==> config.mk <==
export PLATFORM = sky130hd
export DESIGN_NAME = uart_tx_flat
export DESIGN_NICKNAME = d
export VERILOG_FILES = /design/src/rtl/uart_tx_if.sv /design/src/rtl/uart_tx.sv /design/src/flat_wrapper.sv
export SDC_FILE = /design/constraint.sdc
export NUM_CORES = 1
export LEC_CHECK = 0
export CORE_MARGIN = 2
export CORE_UTILIZATION = 30
export DETAILED_ROUTE_END_ITERATION = 10
export DONT_BUFFER_PORTS = 1
export PLACE_DENSITY = 0.5
export RECOVER_POWER = 25
export SYNTH_ARGS = -nofsm -noshare
export SYNTH_HDL_FRONTEND = slang
export SYNTH_SLANG_ARGS = --single-unit
==> constraint.sdc <==
create_clock -name clk -period 5.1 [get_ports clk]
set_clock_uncertainty 0.2 [all_clocks]
set_input_delay 1.02 -clock clk [delete_from_list [all_inputs] [get_ports clk]]
set_output_delay 1.02 -clock clk [all_outputs]
set_load 0.05 [all_outputs]
==> src/rtl/uart_tx_if.sv <==
// Valid/ready word handshake between a parallel data source and the UART transmitter.
interface uart_tx_if #(
  parameter int DATA_BITS = 8
);
  logic [DATA_BITS-1:0] tx_data;
  logic                 tx_valid;
  logic                 tx_ready;

  modport master (output tx_data, output tx_valid, input tx_ready);
  modport slave  (input tx_data, input tx_valid, output tx_ready);
endinterface

==> src/rtl/uart_tx.sv <==
// UART transmitter: start bit, DATA_BITS data bits LSB first, optional even parity,
// STOP_BITS stop bits. Every output comes straight from a flop.
module uart_tx #(
  parameter int BAUD_DIV      = 434,
  parameter int DATA_BITS     = 8,
  parameter int ENABLE_PARITY = 1,
  parameter int STOP_BITS     = 1
) (
  input  logic     clk,
  input  logic     rst_n,
  uart_tx_if.slave bus,
  output logic     tx_o,
  output logic     busy_o
);

  typedef enum logic [2:0] {
    IDLE   = 3'd0,
    START  = 3'd1,
    DATA   = 3'd2,
    PARITY = 3'd3,
    STOP   = 3'd4
  } state_e;

  localparam int            BW        = $clog2(DATA_BITS) + 1;
  localparam logic [15:0]   BAUD_LAST = 16'(BAUD_DIV - 1);
  localparam logic [BW-1:0] LAST_BIT  = BW'(DATA_BITS - 1);
  localparam logic [BW-1:0] LAST_STOP = BW'(STOP_BITS - 1);

  state_e               state_q, state_d;
  logic [15:0]          baud_q, baud_d;
  logic [BW-1:0]        bit_q, bit_d;
  logic [DATA_BITS-1:0] shift_q, shift_d;
  logic                 parity_q, parity_d;
  logic                 tx_q, tx_d;
  logic                 ready_q, ready_d;
  logic                 busy_q, busy_d;
  logic                 boundary;

  assign boundary     = (baud_q == BAUD_LAST);
  assign bus.tx_ready = ready_q;
  assign tx_o         = tx_q;
  assign busy_o       = busy_q;

  always_ff @(posedge clk or negedge rst_n) begin
    if (!rst_n) begin
      state_q  <= IDLE;
      baud_q   <= '0;
      bit_q    <= '0;
      shift_q  <= '0;
      parity_q <= 1'b0;
      tx_q     <= 1'b1;
      ready_q  <= 1'b1;
      busy_q   <= 1'b0;
    end else begin
      state_q  <= state_d;
      baud_q   <= baud_d;
      bit_q    <= bit_d;
      shift_q  <= shift_d;
      parity_q <= parity_d;
      tx_q     <= tx_d;
      ready_q  <= ready_d;
      busy_q   <= busy_d;
    end
  end

  // tx_d is the level for the next bit, so each bit boundary loads the following bit.
  always_comb begin
    state_d  = state_q;
    baud_d   = baud_q;
    bit_d    = bit_q;
    shift_d  = shift_q;
    parity_d = parity_q;
    tx_d     = tx_q;
    ready_d  = ready_q;

    case (state_q)
      IDLE: begin
        tx_d    = 1'b1;
        ready_d = 1'b1;
        baud_d  = '0;
        bit_d   = '0;
        if (bus.tx_valid && ready_q) begin
          shift_d  = bus.tx_data;
          parity_d = ^bus.tx_data;
          tx_d     = 1'b0;
          ready_d  = 1'b0;
          state_d  = START;
        end
      end
      START: begin
        if (boundary) begin
          baud_d  = '0;
          bit_d   = '0;
          tx_d    = shift_q[0];
          shift_d = shift_q >> 1;
          state_d = DATA;
        end else begin
          baud_d = baud_q + 16'd1;
        end
      end
      DATA: begin
        if (boundary) begin
          baud_d = '0;
          if (bit_q == LAST_BIT) begin
            bit_d = '0;
            if (ENABLE_PARITY != 0) begin
              tx_d    = parity_q;
              state_d = PARITY;
            end else begin
              tx_d    = 1'b1;
              state_d = STOP;
            end
          end else begin
            bit_d   = bit_q + 1'b1;
            tx_d    = shift_q[0];
            shift_d = shift_q >> 1;
          end
        end else begin
          baud_d = baud_q + 16'd1;
        end
      end
      PARITY: begin
        if (boundary) begin
          baud_d  = '0;
          bit_d   = '0;
          tx_d    = 1'b1;
          state_d = STOP;
        end else begin
          baud_d = baud_q + 16'd1;
        end
      end
      STOP: begin
        tx_d = 1'b1;
        if (boundary) begin
          baud_d = '0;
          if (bit_q == LAST_STOP) begin
            bit_d   = '0;
            ready_d = 1'b1;
            state_d = IDLE;
          end else begin
            bit_d = bit_q + 1'b1;
          end
        end else begin
          baud_d = baud_q + 16'd1;
        end
      end
      default: begin
        state_d = IDLE;
        baud_d  = '0;
        bit_d   = '0;
        tx_d    = 1'b1;
        ready_d = 1'b1;
      end
    endcase

    busy_d = ~ready_d;
  end

endmodule

==> src/flat_wrapper.sv <==
// flat-port wrapper written by rule: the top's interface ports become plain ports
module uart_tx_flat 
#(
  parameter int BAUD_DIV      = 434,
  parameter int DATA_BITS     = 8,
  parameter int ENABLE_PARITY = 1,
  parameter int STOP_BITS     = 1
)
  (clk, rst_n, tx_o, busy_o, bus_tx_data, bus_tx_valid, bus_tx_ready);
  uart_tx_if #(.DATA_BITS(DATA_BITS)) bus_i ();
  input  logic clk;
  input  logic rst_n;
  output logic tx_o;
  output logic busy_o;
  input wire logic [$bits(bus_i.tx_data)-1:0] bus_tx_data;
  input wire logic [$bits(bus_i.tx_valid)-1:0] bus_tx_valid;
  output wire logic [$bits(bus_i.tx_ready)-1:0] bus_tx_ready;
  assign bus_i.tx_data = bus_tx_data;
  assign bus_i.tx_valid = bus_tx_valid;
  assign bus_tx_ready = bus_i.tx_ready;
  uart_tx #(.BAUD_DIV(BAUD_DIV), .DATA_BITS(DATA_BITS), .ENABLE_PARITY(ENABLE_PARITY), .STOP_BITS(STOP_BITS)) u_core (.clk(clk), .rst_n(rst_n), .bus(bus_i), .tx_o(tx_o), .busy_o(busy_o));
endmodule
==> results_dict.tcl, run 1 <==
set metrics [dict create \
    finish.utilization_pct 33.7 \
    grt_max_degree 36 \
    finalHoldViolCount 0 \
    end_kind "register" \
    netlist.area_leader.share_pct 41.2 \
    slowest_stage "nand2_1" \
    setup_ws_ns 2.31 \
    ys_types 46 \
    first_pass_iters 4 \
    cts.path.max_buffers 2 \
    ant_nets 0 \
    yosysWarnings 0 \
    reg2reg_depth 6 \
    cts_resized 0 \
    area_delta_synth_final_pct 7.99 \
    dieWidth_um 85.8 \
    leakage_nw 0.891 \
    rows 29 \
    cts_buffers 5 \
    antenna_found_initial 0 \
    max_freq_mhz 359 \
    cts_tree "built" \
    synth.avg_cell_area_um2 10.1 \
    max-slew-margin-rel_pct 21.0 \
    syn_area_um2 2010 \
    maxCapViolations 0 \
    grt.overflow.total 0 \
    slowest_delay_ns 0.59 \
    tns_ns 0 \
    synthCells 199 \
    tightest_slew_ns 1.17 \
    drtIter0Drc 81 \
    cts_max_level 2 \
    grt_pass1_vias 1401 \
    p_per_area_nw_per_um2 336 \
    initial_utilization_pct 31.2 \
    setup_viol 0 \
    vdd_drop_max_mv 0.114 \
    core-area_um2 6420 \
    synth_edf_count 0 \
    track_usage_pct 12.6 \
    antenna_cells 0 \
    startpoint_type "register" \
    hpwl_um 2930 \
    slew_viol_final 0 \
    async_flop_share_pct 100 \
    ios 14 \
    drive_gt1_share_pct 11.6 \
    fin_crit_sh_pct 54.6 \
    gp_congestion 0.689 \
    critPathArrivalTime_ns 2.79 \
    crit_buf_inv 1 \
    synthTopCellsByArea "dfrtp_1 41%, xnor2_1 5.7%, mux2i_1 4.5%" \
    path_cells "inv_1, ha_1, or3b_2, or4_4, nand2_1, mux2i_1" \
    fin_crit_ns 2.79 \
    seq_area_frac_synth_pct 43.8 \
    clockRootBuffer "clkbuf_8" \
    ys_ff_latch 35 \
    clkTransAtPathRegs_ns 0.07 \
    clk_latency_ns 0.29 \
    crit_family "simple AND/OR/NAND/NOR gates" \
    hold_buffers 0 \
    grt_pass1_wl_um 7350 \
    avgRoutedWirePerCell_um 15.4 \
    viasPerCell 5.30 \
    fp.dieH_um 85.8 \
    r2r_end "u_core.bit_q[1]" \
    status "finished clean" \
    post-place-ws_ns 2.26 \
    synth_top_cell_by_area "dfrtp_1" \
    cp_max_fo 20 \
    worst_ep_required_time_ns 5.10 \
    post_cts_buffers 0 \
    hp-class "input pin to asynchronous set/reset pin" \
    cts_sinks 35 \
    crit_type "register to register" \
    route.detailed.drc 0 \
    r2r-start "u_core.baud_q[1]" \
    fin_nets 213 \
    rsz0062_at_grt "no" \
    portBuffers 0 \
    wl_um 4250 \
    vias 1462 \
    num-fill-cells 638 \
    ys.flop_type "dfrtp_1" \
    r2r_slack_ns 2.31 \
    syn_nets 214 \
    die_area_um2 7360 \
]
## cells in the mapped netlist (all sizes together), types with 2 or more instances
library cell,count
xor2,6
a221oi,9
inv,10
and4,2
or3b,3
nand2,10
buf,5
nand4,3
a31oi,10
nand3b,2
nor4,3
nor2,18
or3,5
o21ai,8
or4b,2
nand2b,3
clkbuf,3
xnor2,13
nand3,5
nor3,2
mux2i,9
dfstp,2
dfrtp,33
a21o,2
a31o,2
a21oi,7
ha,4
or4,4
## metrics by stage
| step | total power, mW | instances | cell area [µm²] | hold WS [ns] |
|---|---|---|---|---|
| after CTS | 0.738 | 276 | 2170 | 0.209 |
| final | 0.728 | 276 | 2170 | 0.222 |
| after detailed placement | 0.510 | 268 | 2070 | 0.294 |
| after global placement | 0.508 | 268 | 2070 | 0.281 |
| after global routing | 0.772 | 276 | 2170 | 0.200 |
| after floorplan | 0.482 | 199 | 2010 | 0.266 |
## registers in the layout, summed over array words and instances (netlist names)
register,cells
u_core.baud_q,16
u_core.tx_o,1
u_core.bus.tx_ready,1
u_core.bit_q,4
u_core.parity_q,1
u_core.busy_o,1
u_core.shift_q,8
u_core.state_q,3
## area by class of cell
cell class                 count  area (µm²)  area share (%)
multi-input combinational    146        1050            48.6
sequential                    35         878            40.6
clock buffer                   8         100            4.62
tap                           77        96.3            4.45
inverter                      10        37.5            1.73
## kinds of logic after synthesis
| logic type | synth area share (%) |
|---|---|
| flops | 43.8 |
| xor+xnor | 8.30 |
| mux | 5.05 |
| compound gates | 17.1 |
| simple gates | 19.6 |
| buf+inv | 3.68 |
| fa+ha+maj | 2.50 |
## how the worst max path moves through the flow
stage / start / end / cells after the start
finish: u_core.baud_q[1] / u_core.bit_q[1] / 6
global route: u_core.baud_q[1] / u_core.shift_q[2] / 6
CTS: u_core.baud_q[1] / u_core.bit_q[1] / 6
detailed placement: bus_tx_valid / u_core.shift_q[7] / 4
global placement: bus_tx_valid / u_core.shift_q[7] / 4
floorplan: bus_tx_valid / u_core.shift_q[7] / 4
## power breakdown
group | switching, mW | total [mW] | leakage [nW] | internal, mW
clock | 0.101 | 0.224 | 0.0515 | 0.123
sequential | 0.0533 | 0.374 | 0.440 | 0.321
combinational | 0.0648 | 0.130 | 0.399 | 0.0655
## per-layer routing
metal  routed length, µm  GRT usage [%]  vias up
li1                    -              -      729
met4                  57           4.76        0
met1                2220           18.2      708
met5                   0              0        -
met3                 151           2.98        4
met2                1820           18.2       21
## cell usage in the layout, fill, tap and decap left out, types with 4 or more instances in the layout
cell type and instances:
dfrtp_1 33, nor2_1 18, xnor2_1 13, inv_1 10, nand2_1 10, a31oi_1 10, mux2i_1 9, a221oi_1 9
o21ai_0 8, a21oi_1 7, clkbuf_8 7, xor2_1 6, nand3_1 5, or3_1 4, ha_1 4
(Power assumes the default switching activity.)
==> run 2: changes to the inputs <==
Clock period 5.1 ns to 2.7 ns, I/O delays scaled along.
==> run 2 against run 1 <==
  * Combinational power increased by 110%
  * Largest power group unchanged
  * Register-to-register slack worse by 2.1 ns
  * Sequential share of layout area fell by 1.3 points
  * Critical path type unchanged
  * Largest cell class unchanged
  * Highest routed layer unchanged
  * Setup slack got worse by 2.1 ns
==> results_dict.tcl, run 2 (synthesized netlist as in run 1, its figures left out) <==
set metrics [dict create \
    antenna_found_initial 0 \
    maxCapViolations 0 \
    crit_type "register to register" \
    cp_max_fo 8 \
    timing.hold.ws_ns 0.292 \
    rows 29 \
    grt_pass1_wl_um 7600 \
    fin_nets 224 \
    portBuffers 0 \
    register_area_um2 878 \
    ant_nets 0 \
    hp-class "input pin to register" \
    core-area_um2 6420 \
    rsz0062_at_grt "no" \
    max_freq_mhz 398 \
    num-fill-cells 649 \
    antenna_cells 0 \
    drtIter0Drc 76 \
    die_area_um2 7360 \
    leakage_nw 0.940 \
    finish.utilization_pct 34.8 \
    drive_gt1_share_pct 15.8 \
    tns_ns 0 \
    grt.overflow.total 0 \
    first_pass_iters 4 \
    slowest_delay_ns 0.89 \
    ios 14 \
    status "finished clean" \
    cts_resized 0 \
    fin_crit_sh_pct 93.0 \
    multiInputGateArea_um2 1050 \
    hpwl_um 3060 \
    wl_um 4230 \
    tightest_slew_ns 1.16 \
    reg.largest.list "u_core.baud_q x16, u_core.shift_q x8, u_core.bit_q x4" \
    vias 1503 \
    dieWidth_um 85.8 \
    path_cells "ha_1, and3b_1, nor4_1, a221oi_1, a31o_2" \
    cts_tree "built" \
    cts_max_level 2 \
    cts.path.max_buffers 2 \
    gp_congestion 0.754 \
    avgRoutedWirePerCell_um 14.8 \
    post_cts_buffers 0 \
    dp.cells 277 \
    grt_pass1_vias 1538 \
    fp.dieH_um 85.8 \
    route.detailed.drc 0 \
    end_kind "register" \
    slowest_stage "nor4_1" \
    worst_ep_required_time_ns 2.67 \
    r2r_slack_ns 0.19 \
    grt_max_degree 36 \
    clockRootBuffer "clkbuf_8" \
    slew_viol_final 0 \
    largest-register "u_core.baud_q" \
    cts_buffers 5 \
    fin_crit_ns 2.51 \
    initial_utilization_pct 31.2 \
    clkTransAtPathRegs_ns 0.07 \
    vdd_drop_max_mv 0.256 \
    max-slew-margin-rel_pct 22.3 \
    final_cell_mix "33 x dfrtp_1, 18 x nor2_1, 13 x xnor2_1" \
    layout_commonest_cell "dfrtp_1" \
    cts_sinks 35 \
    area_delta_synth_final_pct 11.5 \
    clk_latency_ns 0.28 \
    stdcell_count 286 \
    track_usage_pct 13.0 \
    setup_viol 0 \
    largest_register_ffs 16 \
    viasPerCell 5.26 \
    finalHoldViolCount 0 \
    p_per_area_nw_per_um2 606 \
    critPathArrivalTime_ns 2.48 \
    startpoint_type "register" \
]
run 2: cell types whose count changed in the layout (fill, tap and decap cells not counted):
cell,change
clkbuf_1,-1
dlygate4sd3_1,+1
clkbuf_8,-1
clkinv_2,+1
buf_4,+9
clkbuf_2,+1
run 2: critical path, delay by kind of cell, from the launching register on:
kind	cells	cell delay [ns]
AND/OR/NAND/NOR	2	1.14
AO/OA/AOI/OAI	2	0.44
adder cells (fa/ha/maj)	1	0.23
flip-flops	1	0.39
run 2: worst paths after layout:
kind,startpoint,end,cells past startpoint
worst max-delay path,u_core.bit_q[0],u_core.shift_q[7],5
worst min-delay path,bus_tx_data[3],u_core.shift_q[3],2
worst max register to register,u_core.bit_q[0],u_core.shift_q[7],5
worst min register to register,u_core.baud_q[0],u_core.baud_q[0],1
max in group asynchronous,rst_n,u_core.baud_q[3],2
min in group asynchronous,rst_n,u_core.baud_q[12],2
run 2: per-layer routing:
metal,routed length (µm),vias up,global-route usage (%)
met1,2160,722,17.9
met2,1880,22,20.5
li1,-,755,-
met3,124,4,2.60
met4,68,0,4.33
met5,0,-,0
run 2: area by class of cell:
type                    count  area share, %
well taps                  77           4.31
clock buffers               6           3.69
repair buffers             11           3.69
clock inverters             1          0.224
inverters                  10           1.68
multi-input cells         146           47.1
flip-flops and latches     35           39.3
run 2: what timing repair did:
action                                  4_1_cts  5_1_grt
hold endpoints to repair                     35        0
endpoints found under the setup margin        0        0
hold buffers                                  2        0
run 2: where the power goes:
group          switching [mW]  leakage (nW)  internal [mW]
Sequential             0.0897         0.440          0.605
Clock                   0.183        0.0470          0.200
Combinational           0.150         0.453          0.127
run 2: through the flow:
stage	cell area (µm²)	total power, mW	worst slack, ns
2_1_floorplan	2010	0.910	0.384
3_3_place_gp	2130	0.971	0.294
3_5_place_dp	2130	0.974	0.226
4_1_cts	2250	1.38	0.219
5_1_grt	2240	1.46	0.00806
6_report	2240	1.36	0.189
==> run 3: changes to the inputs <==
Settings changed: CORE_UTILIZATION 30 to 45, GPL_TIMING_DRIVEN set to 0, PLACE_DENSITY 0.5 to 0.66.
Clock period 2.7 ns to 2.9 ns, I/O delays scaled along.
==> run 3 against run 2 <==
  * The flow now finishes with violations (max-capacitance violations, max-slew violations)
  * Utilization increased by 15 points
  * Power decreased by 8.8%
  * Final cell count decreased by 8.7%
  * Via count increased by 0.73%
  * Register-to-register slack improved by 0.03 ns
  * Clock power decreased by 11%
  * Design area decreased by 2.7%
  * Combinational power decreased by 13%
  * Worst hold slack improved by 0.016 ns
  * Global-route usage increased by 4.6 points
  * Non-clock buffer count decreased by 1
  * Critical path depth decreased by 1
==> results_dict.tcl, run 3 (synthesized netlist as in run 1, its figures left out) <==
set metrics [dict create \
    slowest_stage "nor4_1" \
    antenna_found_initial 0 \
    wl_um 3920 \
    crit_family "simple AND/OR/NAND/NOR gates" \
    r2r-start "u_core.bus.tx_ready" \
    avgRoutedWirePerCell_um 15.0 \
    num-fill-cells 412 \
    tns_ns 0 \
    drive_gt1_share_pct 12.9 \
    finalHoldViolCount 0 \
    grt_max_degree 36 \
    p_total_mw 1.24 \
    core-area_um2 4320 \
    status "finished, violations left" \
    gp_congestion 0.802 \
    fp.dieH_um 70.8 \
    first_pass_iters 4 \
    cts_sinks 35 \
    layout_commonest_cell "dfrtp_1" \
    cts_max_level 2 \
    cp_max_fo 8 \
    largest-register "u_core.baud_q" \
    p_per_area_nw_per_um2 569 \
    initial_utilization_pct 46.4 \
    grt_pass1_vias 1468 \
    leakage_nw 0.927 \
    crit_buf_inv 0 \
    worst_ep_required_time_ns 2.89 \
    critPathArrivalTime_ns 2.67 \
    reg.largest.list "u_core.baud_q x16, u_core.shift_q x8, u_core.bit_q x4" \
    slew_viol_final 36 \
    dieWidth_um 70.8 \
    final_cell_mix "33 x dfrtp_1, 18 x nor2_1, 13 x xnor2_1" \
    critPathLaunch "u_core.bus.tx_ready" \
    antenna_cells 0 \
    cts_tree "built" \
    die_area_um2 5010 \
    cts_buffers 5 \
    cts_resized 0 \
    swShare_pct 31.4 \
    ios 14 \
    rsz0062_at_grt "no" \
    route.detailed.drc 0 \
    register_area_um2 878 \
    cts.path.max_buffers 2 \
    hpwl_um 2750 \
    rows 24 \
    max_freq_mhz 373 \
    maxCapViolations 1 \
    path_cells "a211oi_1, nor4_1, a221oi_1, a31o_2" \
    vias 1514 \
    largest_register_ffs 16 \
    fin_nets 223 \
    setup_viol 0 \
    grt.overflow.total 0 \
    hold_buffers 2 \
    max-slew-margin-rel_pct -5.87 \
    power.share.clock_pct 27.8 \
    min_from "u_core.baud_q[0]" \
    crit_type "register to register" \
    fin_crit_ns 2.68 \
    slowest_delay_ns 1.00 \
    drtIter0Drc 138 \
    timing.hold.ws_ns 0.308 \
    end_kind "register" \
    area_delta_synth_final_pct 8.42 \
    hp-class "register to register" \
    post_cts_buffers 0 \
    grt_pass1_wl_um 6890 \
    clockRootBuffer "clkbuf_8" \
    violations "max-capacitance violations, max-slew violations" \
    startpoint_type "register" \
    combPwrFrac_pct 19.4 \
    p_sw_mw 0.388 \
    clkTransAtPathRegs_ns 0.07 \
    tightest_slew_ns 1.59 \
    multiInputGateArea_um2 1050 \
    ant_nets 0 \
    vdd_drop_max_mv 0.286 \
    clk_latency_ns 0.29 \
    portBuffers 0 \
    p_seq_share_pct 52.9 \
    track_usage_pct 17.6 \
    power.internal_mw 0.849 \
    fin_crit_sh_pct 92.4 \
    viasPerCell 5.80 \
]
run 3: changes by cell type in the layout (fill, tap and decap cells not counted), sizes merged:
| cell | change |
|---|---|
| dlymetal6s4s | +1 |
| clkbuf | +3 |
| buf | -4 |
run 3: path summary, 6_finish.rpt:
check | endpoint | slack (ns) | cells past startpoint
max | u_core.shift_q[7] | 0.22 | 4
min | u_core.baud_q[0] | 0.31 | 1
max reg2reg | u_core.shift_q[7] | 0.22 | 4
min reg2reg | u_core.baud_q[0] | 0.31 | 1
max in group asynchronous | u_core.busy_o | 0.43 | 2
min in group asynchronous | u_core.shift_q[4] | 1.15 | 2
run 3: through the flow:
step           cell area, µm²  utilization (%)  instances  setup WS, ns
4_1_cts                  2180             50.5        261         0.260
3_3_place_gp             2070             47.9        251         0.257
3_5_place_dp             2070             47.9        251         0.242
6_report                 2170             50.3        261         0.221
5_1_grt                  2170             50.3        261       0.00171
2_1_floorplan            2010                -        199         0.584
run 3: cell type report:
cell class,instances,share of cell area (%)
clock inverter,1,0.230
clock buffer,7,3.51
tap,52,2.99
multi-input combinational,146,48.4
buffer,8,1.67
inverter,10,1.73
sequential,35,40.4
timing repair buffer,2,1.04
run 3: worst register-to-register path, stage by stage (launching register included):
cell and delay (ns):
dfstp_2 0.74, a211oi_1 0.20, nor4_1 1.00, a221oi_1 0.17, a31o_2 0.28
run 3: power by group through the flow:
stage,combinational (mW),sequential (mW),clock [mW]
finish,0.240,0.654,0.343
global route,0.278,0.664,0.371
CTS,0.246,0.654,0.350
detailed placement,0.231,0.664,0
global placement,0.225,0.662,0
floorplan,0.201,0.646,0
run 3: routing by layer:
metal	vias up	GRT usage [%]	wire, µm
met5	-	0	0
met4	0	7.55	78
met3	7	3.42	109
met2	23	27.1	1810
met1	730	24.4	1920
li1	754	-	-
